[config.mk]
export PLATFORM = sky130hd
export DESIGN_NAME = dat_trans_scheduler
export DESIGN_NICKNAME = d
export VERILOG_FILES = /design/src/rtl/sd_dat_pkg.sv /design/src/rtl/dat_timeout.sv /design/src/rtl/dat_trans_scheduler.sv
export SDC_FILE = /design/constraint.sdc
export NUM_CORES = 1
export LEC_CHECK = 0
export CELL_PAD_IN_SITES_DETAIL_PLACEMENT = 0
export CELL_PAD_IN_SITES_GLOBAL_PLACEMENT = 1
export CORE_MARGIN = 2
export CORE_UTILIZATION = 35
export DETAILED_ROUTE_END_ITERATION = 7
export PLACE_DENSITY = 0.71
export SYNTH_ARGS = -nofsm -noshare
export SYNTH_HDL_FRONTEND = slang
export SYNTH_SLANG_ARGS = --single-unit
[constraint.sdc]
create_clock -name clk -period 9.6 [get_ports clk]
set_input_delay 1.92 -clock clk [delete_from_list [all_inputs] [get_ports clk]]
set_output_delay 1.92 -clock clk [all_outputs]
set_load 0.02 [all_outputs]
[src/rtl/sd_dat_pkg.sv]
// Shared types and constants for the SD DAT transfer scheduler.
package sd_dat_pkg;

    localparam int unsigned TO_W_DEFAULT = 16;
    localparam int unsigned BLK_W        = 11;

    // One-hot scheduler states.
    typedef enum logic [7:0] {
        StIdle     = 8'b0000_0001,
        StFifoWait = 8'b0000_0010,
        StBlkStart = 8'b0000_0100,
        StBlkXfer  = 8'b0000_1000,
        StCardBusy = 8'b0001_0000,
        StStop     = 8'b0010_0000,
        StDone     = 8'b0100_0000,
        StError    = 8'b1000_0000
    } state_e;

    localparam logic [1:0] ErrNone      = 2'b00;
    localparam logic [1:0] ErrCrc       = 2'b01;
    localparam logic [1:0] ErrTimeout   = 2'b10;
    localparam logic [1:0] ErrZeroCount = 2'b11;

    // Where to go once a block has fully completed (read done, or write busy released).
    function automatic state_e after_block(input logic             multi,
                                           input logic [BLK_W-1:0] done_cnt,
                                           input logic [BLK_W-1:0] amount);
        if (done_cnt != amount) begin
            return StFifoWait;
        end else if (multi) begin
            return StStop;
        end else begin
            return StDone;
        end
    endfunction

endpackage

[src/rtl/dat_timeout.sv]
// Data-timeout counter: counts enabled cycles since the last clear and flags expiry
// on the cycle whose count would reach the limit.
module dat_timeout
    import sd_dat_pkg::*;
#(
    parameter int unsigned TO_W = TO_W_DEFAULT
) (
    input  logic            clk,
    input  logic            reset_input,
    input  logic            clear,
    input  logic            enable,
    input  logic [TO_W-1:0] limit,
    output logic            expired
);

    logic [TO_W-1:0] cnt_q;
    logic [TO_W:0]   cnt_inc;

    // Cycle counter; saturates so it can never wrap back under the limit.
    always_ff @(posedge clk) begin
        if (reset_input || clear) begin
            cnt_q <= '0;
        end else if (enable && (cnt_q != '1)) begin
            cnt_q <= cnt_q + 1'b1;
        end
    end

    assign cnt_inc = {1'b0, cnt_q} + {{TO_W{1'b0}}, 1'b1};
    assign expired = enable && (cnt_inc >= {1'b0, limit});

endmodule

[src/rtl/dat_trans_scheduler.sv]
// Sequences SD DAT block transfers: FIFO handshake, per-block start, CRC/busy/timeout
// handling, stop command and completion/error reporting.
module dat_trans_scheduler
    import sd_dat_pkg::*;
#(
    parameter int unsigned TO_W = TO_W_DEFAULT
) (
    input  logic            clk,
    input  logic            reset_input,
    input  logic            start_i,
    input  logic            abort_i,
    input  logic            mode_i,
    input  logic            direction_i,
    input  logic [10:0]     block_amount_i,
    input  logic [TO_W-1:0] timeout_i,
    input  logic            fifo_ready_i,
    input  logic            fifo_full_i,
    input  logic            fifo_empty_i,
    input  logic            block_done_i,
    input  logic            crc_ok_i,
    input  logic            dat0_busy_i,
    input  logic            stop_ack_i,
    output logic            new_trans_o,
    output logic            fifo_enable_o,
    output logic            mode_o,
    output logic            direction_o,
    output logic            stop_req_o,
    output logic            busy_o,
    output logic            done_o,
    output logic            error_o,
    output logic [1:0]      err_code_o,
    output logic [10:0]     blocks_done_o
);

    state_e           state_q, state_d;
    logic             mode_q, mode_d;
    logic             dir_q, dir_d;
    logic [BLK_W-1:0] amount_q, amount_d;
    logic [BLK_W-1:0] blocks_q, blocks_d;
    logic [1:0]       err_q, err_d;
    logic             to_enable, to_clear, to_expired;

    assign to_enable = (state_q == StBlkXfer) || (state_q == StCardBusy);
    // Every state change restarts the count.
    assign to_clear  = (state_d != state_q);

    dat_timeout #(
        .TO_W (TO_W)
    ) u_dat_timeout (
        .clk         (clk),
        .reset_input (reset_input),
        .clear       (to_clear),
        .enable      (to_enable),
        .limit       (timeout_i),
        .expired     (to_expired)
    );

    // State and transfer-context registers.
    always_ff @(posedge clk) begin
        if (reset_input) begin
            state_q  <= StIdle;
            mode_q   <= 1'b0;
            dir_q    <= 1'b0;
            amount_q <= '0;
            blocks_q <= '0;
            err_q    <= ErrNone;
        end else begin
            state_q  <= state_d;
            mode_q   <= mode_d;
            dir_q    <= dir_d;
            amount_q <= amount_d;
            blocks_q <= blocks_d;
            err_q    <= err_d;
        end
    end

    // Next-state logic; abort overrides everything decided below it.
    always_comb begin
        state_d  = state_q;
        mode_d   = mode_q;
        dir_d    = dir_q;
        amount_d = amount_q;
        blocks_d = blocks_q;
        err_d    = err_q;

        unique case (state_q)
            StIdle: begin
                if (start_i) begin
                    mode_d   = mode_i;
                    dir_d    = direction_i;
                    amount_d = mode_i ? block_amount_i : 11'd1;
                    blocks_d = '0;
                    err_d    = ErrNone;
                    if (mode_i && (block_amount_i == '0)) begin
                        state_d = StError;
                        err_d   = ErrZeroCount;
                    end else begin
                        state_d = StFifoWait;
                    end
                end
            end
            StFifoWait: begin
                if (fifo_ready_i && !(dir_q && fifo_empty_i) && !(!dir_q && fifo_full_i)) begin
                    state_d = StBlkStart;
                end
            end
            StBlkStart: state_d = StBlkXfer;
            StBlkXfer: begin
                // A completion in the same cycle as expiry counts as a completion.
                if (block_done_i) begin
                    if (crc_ok_i) begin
                        blocks_d = (blocks_q == '1) ? blocks_q : blocks_q + 11'd1;
                        state_d  = dir_q ? StCardBusy : after_block(mode_q, blocks_d, amount_q);
                    end else begin
                        state_d = StError;
                        err_d   = ErrCrc;
                    end
                end else if (to_expired) begin
                    state_d = StError;
                    err_d   = ErrTimeout;
                end
            end
            StCardBusy: begin
                if (!dat0_busy_i) begin
                    state_d = after_block(mode_q, blocks_q, amount_q);
                end else if (to_expired) begin
                    state_d = StError;
                    err_d   = ErrTimeout;
                end
            end
            StStop: begin
                if (stop_ack_i) begin
                    state_d = StDone;
                end
            end
            StDone:  state_d = StIdle;
            StError: state_d = StIdle;
            default: state_d = StIdle;
        endcase

        if ((state_q != StIdle) && abort_i) begin
            state_d  = (mode_q && (blocks_q != '0)) ? StStop : StIdle;
            blocks_d = blocks_q;
            err_d    = err_q;
        end
    end

    assign new_trans_o   = (state_q == StBlkStart);
    assign fifo_enable_o = (state_q == StFifoWait);
    assign stop_req_o    = (state_q == StStop);
    assign busy_o        = (state_q != StIdle);
    assign done_o        = (state_q == StDone);
    assign error_o       = (state_q == StError);
    assign mode_o        = mode_q;
    assign direction_o   = dir_q;
    assign err_code_o    = err_q;
    assign blocks_done_o = blocks_q;

endmodule

==> flow_metrics.py <==
metrics = {
    "status": {
        "status": "complete, no violations",
    },
    "clock_network": {
        "cts_buffers": 5,
        "clock_path_buffers": 2,
        "clk_latency_ns": 0.30,
        "htreeDepth": 2,
        "clock_sink_count": 50,
        "post_cts_resize_count": 0,
        "clockRootBuffer": "clkbuf_16",
        "hold_buffers": 0,
        "cts_tree": "yes",
        "clk_pin_slew_ns": 0.07,
        "cts_setup_buffers": 0,
    },
    "place": {
        "dp.cells": 700,
        "place.gp.congestion": 0.837,
        "dp_hpwl_um": 8890,
        "portBuffers": 60,
    },
    "floorplan": {
        "die_x_um": 111,
        "initial_utilization_pct": 35.5,
        "dieArea_mm2": 0.0124,
        "core_area_mm2": 0.0113,
        "row_count": 39,
        "ioPinCount": 61,
        "die_h_um": 111,
    },
    "worst_setup_path": {
        "worstPathMaxFanout": 16,
        "r2r_cells": 15,
        "end_kind": "register",
        "cp-start-kind": "input pin",
        "criticalPathCategory": "input pin to register",
        "timing.rr.end": "u_dat_timeout.cnt_q[3]",
        "rrSetupSlack_ns": 5.23,
        "r2r_start": "u_dat_timeout.cnt_q[0]",
        "worstPathRequired_ns": 9.80,
        "crit_arrival_ns": 4.94,
    },
    "power_and_ir_drop": {
        "swShare_pct": 27.5,
        "power_density_mw_per_mm2": 101,
        "intPower_uw": 349,
        "switchingPower_uw": 133,
        "leakagePower_uw": 0.00178,
        "clkPwrFrac_pct": 39.2,
        "vdd_ir_drop_max_v": 0.0000733,
        "power_frac_seq_pct": 45.1,
        "comb_power_share_pct": 15.8,
    },
    "detailed_routing": {
        "wl_um": 11600,
        "vias_per_cell": 5.67,
        "wire_per_inst_um": 16.4,
        "drc": 0,
        "drt_iter0_markers": 186,
        "dr.pass1.iters": 5,
        "vias": 4012,
        "drtAntennaViolNets": 0,
    },
    "grt": {
        "grt.overflow.total": 0,
        "grt.total_usage_pct": 19.2,
        "grt_max_degree": 31,
        "antenna_found_initial": 0,
        "grt_pass1_vias": 3861,
        "grt_pass1_wl_um": 19700,
    },
    "yosys": {
        "synth_seq_cells": 50,
        "syn_nets": 588,
        "ys_seq_area_share_pct": 24.9,
        "synth_edf_count": 0,
        "synth_cell_types": 68,
        "synthCells": 529,
        "synthesis.area_mm2": 0.00402,
        "synth_top_flop_cell": "dfxtp_1",
        "avgSynthCellArea_um2": 7.61,
        "yosys_warnings": 0,
        "async_flop_share_pct": 0,
    },
    "finish": {
        "area_delta_synth_final_pct": 19.0,
        "nets": 623,
        "n_antenna_cell": 0,
        "finalNonFillerCells": 708,
        "final.fill_count": 1181,
        "layout-drive-gt1-share_pct": 5.84,
        "multi_input_area_mm2": 0.00272,
        "final_util_pct": 42.3,
        "seq_area_mm2": 0.00100,
        "layout_commonest_cell": "clkdlybuf4s50_1",
        "layout_common_cells": "60 x clkdlybuf4s50_1, 53 x nand2_1, 50 x dfxtp_1",
    },
    "job": {
        "maxCapViolations": 0,
    },
    "sta": {
        "setup_viol": 0,
        "finalSetupTns_ns": 0,
        "clock_skew_ns": 0.00790,
        "rsz0062_at_grt": "no",
        "slew_headroom_pct": 34.2,
        "fmax_ghz": 0.211,
        "tightest_slew_ns": 0.968,
        "period_share_pct": 49.4,
        "hold_violations": 0,
        "drv_slew": 0,
        "fin_crit_ns": 4.75,
    },
    "hold_path": {
        "hp-class": "register to register",
        "hp-start": "amount_q[6]",
        "hold_depth": 2,
        "min_to": "amount_q[6]",
    },
}
cells by family (layout without fill, tap and decap cells):
kind of cell,after synthesis,count (layout),synth area share (%)
AO/OA/AOI/OAI,128,128,22.7
XOR/XNOR,42,42,9.14
adder cells (fa/ha/maj),19,19,5.91
buffers and inverters,66,102,7.49
flip-flops,50,50,24.9
multiplexers,4,4,1.09
AND/OR/NAND/NOR,220,220,28.8
per-layer routing:
layer	global-route usage, %	part of all wire, %	vias up
met5	0	0	-
met4	4.94	2.0	0
met3	3.06	4.5	22
met2	30.1	45	115
met1	27.4	49	1879
li1	-	-	1996
worst max-delay path by stage:
stage	end	slack, ns	from	cells past startpoint
after floorplan	u_dat_timeout.cnt_q[11]	5.61	timeout_i[4]	11
after global placement	u_dat_timeout.cnt_q[1]	4.64	timeout_i[10]	10
after detailed placement	u_dat_timeout.cnt_q[3]	4.53	timeout_i[10]	10
after CTS	u_dat_timeout.cnt_q[3]	4.82	timeout_i[10]	10
after global routing	u_dat_timeout.cnt_q[3]	4.51	timeout_i[10]	10
final	u_dat_timeout.cnt_q[3]	4.85	timeout_i[4]	11
area by class of cell:
type / count / area share [%]
flip-flops and latches: 50 / 20.9
multi-input cells: 413 / 56.8
well taps: 143 / 3.74
inverters: 33 / 2.59
clock inverters: 2 / 0.366
repair buffers: 61 / 12.7
clock buffers: 6 / 2.90
synthesized netlist by cell type (all sizes together), types with 16 or more instances:
cell type | instances | area share (%)
a211oi | 21 | 4.4
a21oi | 30 | 3.7
clkbuf | 19 | 1.8
dfxtp | 50 | 25
ha | 19 | 5.9
inv | 33 | 3.1
nand2 | 53 | 4.9
nand3 | 30 | 4.0
nand4 | 16 | 2.5
nor2 | 47 | 4.4
nor3 | 16 | 2.1
o21ai | 21 | 2.7
xnor2 | 19 | 4.1
xor2 | 23 | 5.0
critical path, stage by stage:
cell	delay (ns)
clkdlybuf4s50_1	0.45
inv_1	0.04
ha_1	0.32
and4_1	0.20
o21ai_0	0.07
a31oi_1	0.11
o31ai_1	0.48
a31oi_1	0.26
nor2_1	0.14
nand3_1	0.50
a221oi_1	0.44
flip-flops by register name, summed over array words and instances (netlist names):
signal               cells
amount_q                11
blocks_done_o           11
direction_o              1
err_code_o               2
mode_o                   1
state_q                  8
u_dat_timeout.cnt_q     16
through the flow:
step	hold WS, ns	power [uW]	worst slack (ns)	cell area (um^2)
after CTS	0.488	488	4.82	4790
after floorplan	0.444	266	5.61	4020
final	0.485	482	4.85	4790
after global routing	0.521	505	4.51	4790
after global placement	0.460	297	4.64	4630
after detailed placement	0.472	298	4.53	4630
power by group through the flow:
stage                     sequential (uW)  combinational (uW)  clock [uW]
final                                 217                76.0         189
after global routing                  218                84.4         202
after CTS                             217                76.2         194
after detailed placement              222                75.8           0
after global placement                222                75.3           0
after floorplan                       219                46.8           0
(Power assumes the default switching activity.)
